## config.mk

```make
export PLATFORM = sky130hd
export DESIGN_NAME = stage2_decode
export DESIGN_NICKNAME = d
export VERILOG_FILES = /design/src/rtl/stage2_decode.sv
export SDC_FILE = /design/constraint.sdc
export NUM_CORES = 1
export LEC_CHECK = 0
export BUFFER_PORTS_ARGS = -buffer_cell sky130_fd_sc_hd__buf_4
export CAP_MARGIN = 20
export CORE_MARGIN = 1
export CORE_UTILIZATION = 57
export CTS_CLUSTER_DIAMETER = 40
export DETAILED_ROUTE_END_ITERATION = 10
export GPL_TIMING_DRIVEN = 0
export PLACE_DENSITY = 0.84
export SETUP_SLACK_MARGIN = 0.2
export SLEW_MARGIN = 10
export SYNTH_ARGS = -nofsm -noshare
export SYNTH_HDL_FRONTEND = slang
export SYNTH_SLANG_ARGS = --single-unit
```

## constraint.sdc

```tcl
create_clock -name clk2 -period 3.5 [get_ports clk2]
set_clock_uncertainty 0.2 [all_clocks]
set_input_delay 0.525 -clock clk2 [delete_from_list [all_inputs] [get_ports clk2]]
set_output_delay 0.525 -clock clk2 [all_outputs]
set_load 0.05 [all_outputs]
```

## src/rtl/stage2_decode.sv

```systemverilog
// Stage-2 receive decode: strips the check bit, recomputes it from key[1:0]; STAGE2_DEC_ERRCNT_EN adds err_cnt.
// Latency: stg2_done sampled at edge N gives done=1 after edge N+1.
// Backpressure: result held in DONE until ack; REARM waits for stg2_done low before the next capture.
module stage2_decode #(
    parameter int ERR_W = 8
) (
    input  logic             clk2,
    input  logic             rst_n,
    input  logic [4:0]       key_bits,
    input  logic [16:0]      stg2_in,
    input  logic             stg2_done,
    input  logic             ack,
    output logic [15:0]      dec_out,
    output logic             chk_ok,
    output logic             chk_err,
    output logic             done,
    output logic             busy
`ifdef STAGE2_DEC_ERRCNT_EN
    ,
    output logic [ERR_W-1:0] err_cnt
`endif
);

    typedef enum logic [1:0] {IDLE, CHECK, DONE, REARM} state_t;

    state_t      r_state;
    state_t      w_next;
    logic [16:0] r_word;
    logic [1:0]  r_key;
    logic [15:0] r_dec;
    logic        r_ok;
    logic        r_err;
    logic        r_done;
    logic        w_expected;
    logic        w_match;
    logic        w_unused_key;

    assign w_unused_key = &{1'b0, key_bits[4:2]};

    always_ff @(posedge clk2 or negedge rst_n) begin
        if (!rst_n) r_state <= IDLE;
        else        r_state <= w_next;
    end

    always_comb begin
        w_next = r_state;
        unique case (r_state)
            IDLE:  if (stg2_done)  w_next = CHECK;
            CHECK:                 w_next = DONE;
            DONE:  if (ack)        w_next = REARM;
            REARM: if (!stg2_done) w_next = IDLE;
            default:               w_next = IDLE;
        endcase
    end

    always_comb begin
        busy = (r_state != IDLE);
    end

    // Word and key are frozen at capture so later input changes cannot affect the result in flight.
    always_ff @(posedge clk2 or negedge rst_n) begin
        if (!rst_n) begin
            r_word <= '0;
            r_key  <= '0;
        end else if (r_state == IDLE && stg2_done) begin
            r_word <= stg2_in;
            r_key  <= key_bits[1:0];
        end
    end

    always_comb begin
        w_expected = 1'b0;
        unique case (r_key)
            2'b00:   w_expected = ~^r_word[16:1];
            2'b10:   w_expected = &r_word[16:1];
            default: w_expected = |r_word[16:1];
        endcase
    end

    assign w_match = (r_word[0] == w_expected);

    always_ff @(posedge clk2 or negedge rst_n) begin
        if (!rst_n) begin
            r_dec  <= '0;
            r_ok   <= 1'b0;
            r_err  <= 1'b0;
            r_done <= 1'b0;
        end else if (r_state == CHECK) begin
            r_dec  <= r_word[16:1];
            r_ok   <= w_match;
            r_err  <= ~w_match;
            r_done <= 1'b1;
        end else if (r_state == DONE && ack) begin
            // dec_out intentionally keeps the last payload
            r_ok   <= 1'b0;
            r_err  <= 1'b0;
            r_done <= 1'b0;
        end
    end

`ifdef STAGE2_DEC_ERRCNT_EN
    logic [ERR_W-1:0] r_err_cnt;

    always_ff @(posedge clk2 or negedge rst_n) begin
        if (!rst_n)
            r_err_cnt <= '0;
        else if (r_state == CHECK && !w_match && r_err_cnt != {ERR_W{1'b1}})
            r_err_cnt <= r_err_cnt + 1'b1;
    end

    assign err_cnt = r_err_cnt;
`endif

    assign dec_out = r_dec;
    assign chk_ok  = r_ok;
    assign chk_err = r_err;
    assign done    = r_done;

endmodule

```

; ---- Word-level counts from Yosys, hierarchy flattened
; Cells that the tools add are included.
[word_totals]
ff_bits = 40
inputBits = 26
wordCells = 35
out_inout_bits = 20
[op_classes]
reduce_logical = 10
bitwise = 1
n_eq_ne = 8
muxes = 9
[ops]
columns = operator, count
row1 = $reduce_and A16 Y1, 1
row2 = $reduce_or A16 Y1, 1
row3 = $reduce_xnor A16 Y1, 1
row4 = $pmux W2 S4, 1
row5 = $eq A2 B2 Y1 const B, 3
row6 = $mux W2, 3
row7 = $ne A2 B2 Y1 const B, 3
row8 = $logic_not A2 Y1, 2
row9 = $mux W1, 4
row10 = $reduce_bool A2 Y1, 2
row11 = $reduce_and A3 Y1, 1
row12 = $eq A2 B1 Y1 const B, 1
row13 = $logic_and A1 B1 Y1, 2
row14 = $pmux W1 S2, 1
row15 = $eq A1 B1 Y1, 1
row16 = $not A1 Y1, 1

; ---- Logic depth before layout (Yosys ltp)
; Gate-level depths: netlist of the first run.
[depth]
ltp_word = 5
depth_mapped = 7
ltp_nobuf = 7

; ---- Least setup slack after synthesis of the first run
; Ideal clock, no wire load.
[synth_timing]
kind = register to register
from = register r_word[5]
to = register r_err, in the netlist chk_err
slack_ps = 1602
period_less_slack_ps = 1898
setup_ps = 71
path_stages_with_launch = 8
n_path_buf = 0
t_arrival_ps = 1627
required_time_ps = 3229
cell_sequence = dfrtp_1 inv_1 ha_1 xor2_1 xnor2_1 xnor2_1 or4_1 nand4_1
[synth_between]
elab_chain_len = 5
word_cells_on_any_way = 7
classes_between = 1 x eq/ne / 2 x mux / 1 x bitwise / 3 x reduce/logical
[synth_rtl]
columns = element, line_no
row1 = from (decl), 28  ; logic [16:0] r_word;
row2 = from (signal assigned), 66  ; r_word <= stg2_in;
row3 = "$reduce_or A16 Y1, or another cell as far along", 76  ; default: w_expected = |r_word[16:1];
row4 = $pmux W1 S2 (*), 73  ; unique case (r_key)
row5 = $eq A1 B1 Y1 (*), 80  ; assign w_match = (r_word[0] == w_expected);
row6 = $not A1 Y1 (*), 91  ; r_err <= ~w_match;
row7 = $mux W1 (*), 88  ; end else if (r_state == CHECK) begin
row8 = to (signal assigned), 91
row9 = to (decl), 32  ; logic r_err;
; Every way passes the cells marked *; elsewhere a longest branch is shown, timed or not.
; A chain may end at the register's enable or synchronous reset.

; ---- Worst setup path after layout of the first run
[layout_timing]
from = register r_state[0]
to = register r_word[9]
[layout_between]
elab_chain_len = 2
[layout_rtl]
columns = element, line_no
row1 = from (decl), 26  ; state_t r_state;
row2 = from (signal assigned), 42  ; else r_state <= w_next;
row3 = $logic_not A2 Y1, 65  ; end else if (r_state == IDLE && stg2_done) begin
row4 = $logic_and A1 B1 Y1, 65
; Every way passes these cells.

==> results.toml, run 1 <==
[cts]
clk_pin_slew_ns = 0.12
cts_tree = "done"
clkLatencyLatePin_ns = 0.35
root_buffer = "clkbuf_4"
cts_resized = 0
clock_sinks = 40
numCtsBuffers = 5
clock_path_buffers = 2
htree_levels = 2

[setup_path]
crit_path_cell_trace = "inv_1 -> ha_1 -> nand2_1 -> buf_2 -> mux2_2"
cp_max_fo = 10
cpPeakStageDelay_ns = 0.40
crit_slowest_cell = "dfrtp_1"
cp_data_required_time_ns = 3.54
end_kind = "register"
startpoint_type = "register"
critPathKind = "reg2reg"
arrival_ns = 2.17

[routing]
drt_iter0_markers = 46
ant_nets = 0
vias_per_cell = 5.25
drt-pass1-iter-count = 6
wl_um = 3740
routedWlPerCell_um = 14.6
drc = 0
routed-via-count = 1344

[sta]
min_period_ns = 2.12
fin_hold_ws_ns = 0.193
setup_viol = 0
fmax_mhz = 471
worst_slew_pin_slew_ns = 0.569
rsz0062_at_grt = "no"
relSlewSlack_pct = 62.1
final_max_slew_viol_count = 0
finalSetupTns_ns = 0
hold_viol = 0
post-route-period-util_pct = 60.7

[grt]
grt_util_all_layers_pct = 22.8
grt_pass1_wl_um = 6060
first_global_vias = 1427
antenna_found_initial = 0
grt_max_degree = 41
grt_overflow = 0

[logic_synthesis]
synth_cell_types = 23
syn_area_mm2 = 0.00201
synth-seq-cells = 40
ys.warnings.count = 0
synth_nets = 206
synth.avg_cell_area_um2 = 12.6
syn_inst = 159
ys_seq_area_share_pct = 49.9

[floorplan]
num_rows = 21
io_pins = 46
initial_core_util_pct = 59.7
dieArea_mm2 = 0.00376
die_h_um = 61.3
core_mm2 = 0.00336
dieWidth_um = 61.3

[finish]
area_growth_pct = 23.8
final-seq-area_mm2 = 0.00100
multi_input_area_um2 = 917
drive_above_1_share_pct = 41.9
fillers = 247
design_area_mm2 = 0.00248
fin_cells = 256
nets = 256
diodes = 0

[place]
port_buffers = 42
place_area_mm2 = 0.00238
dpl.hpwl_um = 2850
dpl.cell_count = 247
gp_congestion = 0.763

[job]
cap_violations = 0

[min_path]
hp-class = "in2reg"

[outcome]
status = "finished, final reports clean"
## placed cells by master, fill, tap and decap left out
cell,n
a41oi_1,1
xnor2_1,6
a21oi_1,3
bufinv_16,1
inv_1,20
buf_4,42
mux2_2,36
dlygate4sd3_1,1
ha_1,21
or4_1,2
nand2b_1,1
nor2_1,1
buf_2,2
clkbuf_4,5
clkbuf_8,2
xor2_1,1
nor4_1,1
nand3_1,3
o31a_1,2
buf_1,1
a22oi_1,1
nand4_1,6
o221ai_1,1
nand2_1,6
nor2b_1,1
dfrtp_1,40
a21o_1,1
nor3_1,2
## per-layer routing
metal / track usage [%] / routed length [um]
met1: 25.7 / 1540
met2: 41.9 / 2000
met3: 4.41 / 116
met4: 10.2 / 75
met5: 0 / 0
## registers in the layout, indices dropped and copies added, names as in the netlist
name and count:
dec_out 16, chk_err 1, r_state 2, done 1
r_word 17, r_key 2, chk_ok 1
## kinds of logic after synthesis
kind of cell | after synthesis | synth area share [%]
fa+ha+maj | 21 | 13.1
buf+inv | 23 | 4.43
xor+xnor | 7 | 3.05
compound gates | 9 | 3.24
mux | 36 | 20.2
simple gates | 23 | 6.11
flops | 40 | 49.9
## final timing paths
path / startpoint / endpoint / slack (ns) / cells past startpoint
setup / recovery: r_state[0] / r_word[9] / 1.38 / 5
hold / removal: stg2_in[15] / r_word[15] / 0.19 / 2
setup reg to reg: r_state[0] / r_word[9] / 1.38 / 5
hold reg to reg: done / done / 0.29 / 1
max in group asynchronous: rst_n / chk_err / 2.29 / 2
min in group asynchronous: rst_n / r_word[10] / 0.47 / 2
## timing repair
item | 4_1_cts | 5_1_grt
endpoints found under the setup margin | 0 | 0
hold buffers | 1 | 0
buffers inserted | 0 | 0
hold endpoints to repair | 40 | 0
## critical path: cells and delay by family (launching register included)
kind / cells / cell delay, ns
multiplexers: 1 / 0.37
adder cells (fa/ha/maj): 1 / 0.22
buffers and inverters: 2 / 0.46
flip-flops: 1 / 0.40
AND/OR/NAND/NOR: 1 / 0.37
## per-stage QoR
stage | setup WS [ns] | utilization, %
floorplan | 1.60 | -
global placement | 1.48 | 70.8
detailed placement | 1.37 | 70.8
CTS | 1.35 | 73.9
global route | 1.26 | 73.9
finish | 1.38 | 73.9
## synthesized netlist by cell type
library cell  instances  area (um^2)
mux2_2               36          405
o31a_1                2         17.5
a22oi_1               1         7.51
nor2_1                1         3.75
dfrtp_1              40         1000
nand4_1               6         37.5
nor2b_1               1         6.26
nor4_1                1         6.26
a21oi_1               3         15.0
nand3_1               3         15.0
xnor2_1               6         52.6
ha_1                 21          263
or4_1                 2         15.0
buf_1                 1         3.75
xor2_1                1         8.76
inv_1                20         75.1
buf_2                 2         10.0
a21o_1                1         7.51
nand2b_1              1         6.26
a41oi_1               1         8.76
nand2_1               6         22.5
o221ai_1              1         8.76
nor3_1                2         10.0
## layout make-up
cell class | instances | share of cell area, %
Clock buffer | 7 | 2.62
Buffer | 3 | 0.554
Timing Repair Buffer | 43 | 13.1
Inverter | 20 | 3.02
Multi-Input combinational cell | 96 | 36.9
Clock inverter | 1 | 1.21
Tap cell | 46 | 2.32
Sequential cell | 40 | 40.3
Power of run 1 is not shown: default switching activity piles up to over one toggle a cycle in this logic, so the estimate is an artifact.
==> inputs of run 2 (changes only) <==
ABC_AREA = 1   (was unset)
CORE_UTILIZATION = 53   (was 57)
PLACE_DENSITY = 0.78   (was 0.84)
clock period = 2.1 ns   (was 3.5 ns; I/O delays follow)
==> results.toml, run 2 <==
[finish]
mostFrequentLayoutCells = "nand2_1, buf_4, dfrtp_1, nor2_1, a21oi_1"
top_register = "r_word"
area_growth_pct = 29.3
nets = 341
diodes = 0
drive_above_1_share_pct = 28.1
design_area_mm2 = 0.00266
largest_reg_flops = 17
final_common_cell = "nand2_1"

[floorplan]
io_pins = 46
num_rows = 22
dieArea_mm2 = 0.00413
die_h_um = 64.3
core_mm2 = 0.00369
dieWidth_um = 64.3
initial_core_util_pct = 55.8

[routing]
routed-via-count = 1731
wl_um = 4540
ant_nets = 0
routedWlPerCell_um = 13.2
drt_iter0_markers = 99
drc = 0
drt-pass1-iter-count = 4
vias_per_cell = 5.05

[logic_synthesis]
synth_cell_types = 21
ys_seq_area_share_pct = 48.7
syn_inst = 242
synth.avg_cell_area_um2 = 8.50
ys.warnings.count = 0
post_synth_most_frequent_cells = "nand2_1, dfrtp_1, inv_1"
yosys.area.top_type_share_pct = 48.7
yosys-top-cells-area = "dfrtp_1, ha_1, nand2_1"
synth_edf_count = 0
async_reset_ff_share_pct = 100
synth_nets = 289
synth.largest_area_cell = "dfrtp_1"
ys.flop_type = "dfrtp_1"
syn_area_mm2 = 0.00206
synth-seq-cells = 40
yosysMostFrequentCell = "nand2_1"

[grt]
grt_util_all_layers_pct = 22.9
antenna_found_initial = 0
first_global_vias = 1607
grt_pass1_wl_um = 7160
grt_overflow = 0
grt_max_degree = 41

[sta]
rsz0062_at_grt = "yes"
hold_viol = 0
setup_viol = 0
fmax_mhz = 545
post-route-period-util_pct = 87.4
final_max_slew_viol_count = 0
finalSetupTns_ns = 0
min_period_ns = 1.84
worst_slew_pin_slew_ns = 0.504
relSlewSlack_pct = 66.4

[place]
port_buffers = 42
place_area_mm2 = 0.00243
gp_congestion = 0.799
dpl.hpwl_um = 3260

[setup_path]
critPathKind = "reg2reg"
rrSetupSlack_ns = 0.26
cp_data_required_time_ns = 2.08
end_kind = "register"
crit_buf_inv = 2
path_common_cell = "nand2_1"
cp_max_fo = 3
critPathTopFamily = "simple AND/OR/NAND/NOR gates"
arrival_ns = 1.81
crit_slowest_cell = "dfrtp_1"
rr_worst_depth = 14
crit_path_cell_trace = "inv_2 -> ha_1 -> inv_1 -> nand2_1 -> nand2_1 -> nand2_1 -> nand2_1 -> nand2_1 -> nand3_2 -> nand2_2 -> nand2_2 -> nand2_1 -> nand3_1 -> nand2_1"
r2r_start = "r_word[5]"
r2r_end = "chk_err"
cpPeakStageDelay_ns = 0.37
startpoint_type = "register"

[cts]
clock_sinks = 40
htree_levels = 2
clock_path_buffers = 2
clk_pin_slew_ns = 0.07
numCtsBuffers = 5
cts_tree = "done"
clkLatencyLatePin_ns = 0.29
root_buffer = "clkbuf_8"

[min_path]
min_to = "r_key[0]"
min_path_cells = 2
hold_path_startpoint = "key_bits[0]"
hp-class = "in2reg"

[outcome]
status = "finished, final reports clean"

[job]
cap_violations = 0
-- run 2: cell count changes in the layout (fill, tap and decap cells not counted), moves of 4 or more --
cell      before  now
mux2_2        36    0
ha_4           0    7
nand3_1        3    7
clkbuf_4       5    0
nand4_1        6    1
inv_2          0   14
nand2_1        6   63
o21ai_0        0   13
nand2_2        0    4
o21ai_1        0    6
nor2_1         1   23
xnor2_1        6    1
ha_1          21   14
a21oi_1        3   19
-- run 2: kinds of logic after synthesis --
kind of cell | after synthesis | synth area share, %
AO/OA/AOI/OAI | 39 | 9.67
XOR/XNOR | 1 | 0.426
adder cells (fa/ha/maj) | 21 | 12.8
buffers and inverters | 38 | 7.06
flip-flops | 40 | 48.7
multiplexers | 1 | 0.547
AND/OR/NAND/NOR | 102 | 20.9
-- run 2: final cells by class --
cell class / count / area, um^2
Clock buffer: 6 / 72.6
Timing Repair Buffer: 45 / 340
Fill cell: 285 / 1030
Multi-Input combinational cell: 164 / 1000
Buffer: 6 / 28.8
Inverter: 32 / 120
Sequential cell: 40 / 1000
Tap cell: 48 / 60.1
Clock inverter: 2 / 35.0
-- run 2: worst register-to-register path, stage by stage, from the launching register on --
cell and delay, ns:
dfrtp_1 0.37, inv_2 0.06, ha_1 0.33, inv_1 0.09, nand2_1 0.06, nand2_1 0.08
nand2_1 0.06, nand2_1 0.06, nand2_1 0.06, nand3_2 0.06, nand2_2 0.07, nand2_2 0.07
nand2_1 0.05, nand3_1 0.07, nand2_1 0.05
-- run 2: repair_timing --
| action | CTS | global route |
|---|---|---|
| endpoints found under the hold margin | 40 | 0 |
| setup buffers | 0 | 2 |
| gates cloned | 0 | 0 |
| hold buffers | 1 | 0 |
| resized for setup | 1 | 25 |
| endpoints found under the setup margin | 1 | 10 |
-- run 2: routing by layer --
metal	routed length (um)	vias to the layer above	global-route usage, %	share of wire (%)
met5	0	-	0	0
met4	89	0	6.11	2.0
met3	159	10	5.00	3.5
met2	2350	33	38.3	52
met1	1940	824	29.7	43
li1	-	864	-	-
-- run 2: worst max path at each step --
stage / cells past startpoint / endpoint / startpoint
after detailed placement: 5 / r_word[13] / r_state[0]
after global routing: 14 / chk_err / r_word[4]
after global placement: 5 / r_word[11] / r_state[0]
final: 14 / chk_err / r_word[5]
after floorplan: 14 / chk_ok / r_word[9]
after CTS: 14 / chk_err / r_word[9]
-- run 2: metrics by stage --
step	worst slack, ns	hold slack (ns)	utilization [%]	instances
after floorplan	0.415	-0.181	-	242
after global placement	0.243	0.116	65.9	332
after detailed placement	0.212	0.114	65.9	332
after CTS	0.233	0.0334	69.2	341
after global routing	0.176	0.0533	72.1	343
final	0.264	0.0361	72.1	343
Power of run 2 is left out for the same reason.
==> inputs of run 3 (changes only) <==
CORE_UTILIZATION = 56   (was 53)
CTS_BUF_LIST = sky130_fd_sc_hd__clkbuf_4 sky130_fd_sc_hd__clkbuf_8   (was unset)
PLACE_DENSITY = 0.82   (was 0.78)
==> results.toml, run 3 (synthesis gave the netlist of run 2 again) <==
[routing]
drt_iter0_markers = 114
wl_um = 5460
drc = 0
ant_nets = 0
routed-via-count = 1938
routedWlPerCell_um = 15.0
vias_per_cell = 5.32
drt-pass1-iter-count = 7

[setup_path]
rrSetupSlack_ns = 0.17
r2r_end = "chk_ok"
arrival_ns = 2.00
end_kind = "register"
cp_data_required_time_ns = 2.17
cpPeakStageDelay_ns = 0.42
rr_worst_depth = 14
crit_start = "r_word[7]"
startpoint_type = "register"
critPathTopFamily = "simple AND/OR/NAND/NOR gates"
path_common_cell = "nand2_1"
critPathKind = "reg2reg"
r2r_start = "r_word[7]"
crit_slowest_cell = "dfrtp_1"
crit_path_cell_trace = "inv_2 -> ha_4 -> inv_1 -> nand2_1 -> nand2_1 -> nand2_1 -> nand2_1 -> nand2_1 -> nand3_2 -> nand2_2 -> nand2_2 -> nand2_1 -> nand3_1 -> nand2_1"
cp_max_fo = 3
crit_buf_inv = 2

[finish]
top_register = "r_word"
nets = 364
diodes = 0
fillers = 205
mostFrequentLayoutCells = "nand2_1, buf_4, dfrtp_1, nor2_1, a21oi_1"
area_growth_pct = 38.9
drive_above_1_share_pct = 31.8
multi_input_area_mm2 = 0.00102
final_common_cell = "nand2_1"
largest_reg_flops = 17
final-seq-area_mm2 = 0.00100

[min_path]
hp-class = "in2reg"
min_path_cells = 3
min_to = "r_word[12]"
hold_path_startpoint = "stg2_in[12]"

[sta]
fmax_mhz = 518
rsz0062_at_grt = "yes"
worst_slew_pin_slew_ns = 0.498
final_max_slew_viol_count = 0
fin_hold_ws_ns = -0.0245
setup_viol = 0
relSlewSlack_pct = 66.8
finalSetupTns_ns = 0
post-route-period-util_pct = 91.9
hold_viol = 3
min_period_ns = 1.93

[floorplan]
core_mm2 = 0.00342
initial_core_util_pct = 60.2
dieArea_mm2 = 0.00392
die_h_um = 62.6
io_pins = 46
num_rows = 21
dieWidth_um = 62.6

[cts]
cts_tree = "done"
htree_levels = 2
clock_path_buffers = 2
root_buffer = "clkbuf_4"
clock_sinks = 40
clk_pin_slew_ns = 0.13
numCtsBuffers = 5
clkLatencyLatePin_ns = 0.38

[grt]
first_global_vias = 1707
grt_max_degree = 41
grt_pass1_wl_um = 7760
grt_overflow = 0
antenna_found_initial = 0
grt_util_all_layers_pct = 27.0

[place]
dpl.hpwl_um = 3270
gp_congestion = 0.798
port_buffers = 42

[outcome]
status = "finished, violations left"
violations = "hold timing"

[job]
cap_violations = 0
-- run 3: cell types whose count changed in the layout (fill, tap and decap cells not counted), sizes merged --
cell         previous run  this run
dlygate4sd3             1        15
clkinvlp                0         1
clkbuf                 10         9
buf                    46        55
-- run 3: layout make-up --
type,count,share of cell area (%)
Multi-Input combinational cell,164,35.7
Sequential cell,40,35.0
Timing Repair Buffer,68,19.2
Inverter,32,4.20
Tap cell,46,2.01
Clock inverter,3,1.49
Clock buffer,5,1.31
Buffer,6,1.01
-- run 3: tightest hold or removal path, stage by stage --
cell and delay [ns]:
buf_4 0.08, nor2_1 0.03, a21oi_1 0.10
-- run 3: worst max-delay path by stage --
| stage | endpoint | slack [ns] | depth (start not counted) |
|---|---|---|---|
| floorplan | chk_ok | 0.41 | 14 |
| global route | chk_ok | 0.05 | 14 |
| CTS | chk_ok | 0.20 | 14 |
| detailed placement | chk_ok | 0.20 | 14 |
| finish | chk_ok | 0.17 | 14 |
| global placement | r_word[11] | 0.27 | 5 |
-- run 3: metal layers --
layer | part of all wire, % | vias to the layer above | GRT usage [%]
met5 | 0 | - | 0
met4 | 4.3 | 0 | 13.1
met3 | 6.1 | 22 | 7.30
met2 | 49 | 88 | 45.7
met1 | 41 | 915 | 31.5
li1 | - | 913 | -
-- run 3: repair_timing --
| item | in CTS | in global routing |
|---|---|---|
| hold buffers | 14 | 1 |
| setup endpoints to repair | 2 | 24 |
| endpoints found under the hold margin | 53 | 1 |
| pin swaps | 0 | 1 |
| resized for setup | 1 | 34 |
| setup buffers | 0 | 11 |
-- run 3: per-stage QoR --
stage	area [um^2]	std cells	hold slack [ns]	util (%)	worst slack (ns)
3_5_place_dp	2430	330	0.108	71.1	0.198
4_1_cts	2660	352	0.00137	77.9	0.201
2_1_floorplan	2060	242	-0.181	-	0.415
3_3_place_gp	2430	330	0.109	71.1	0.265
6_report	2860	364	-0.0245	83.6	0.169
5_1_grt	2860	364	0.00881	83.6	0.0454
Power of run 3 is left out for the same reason.
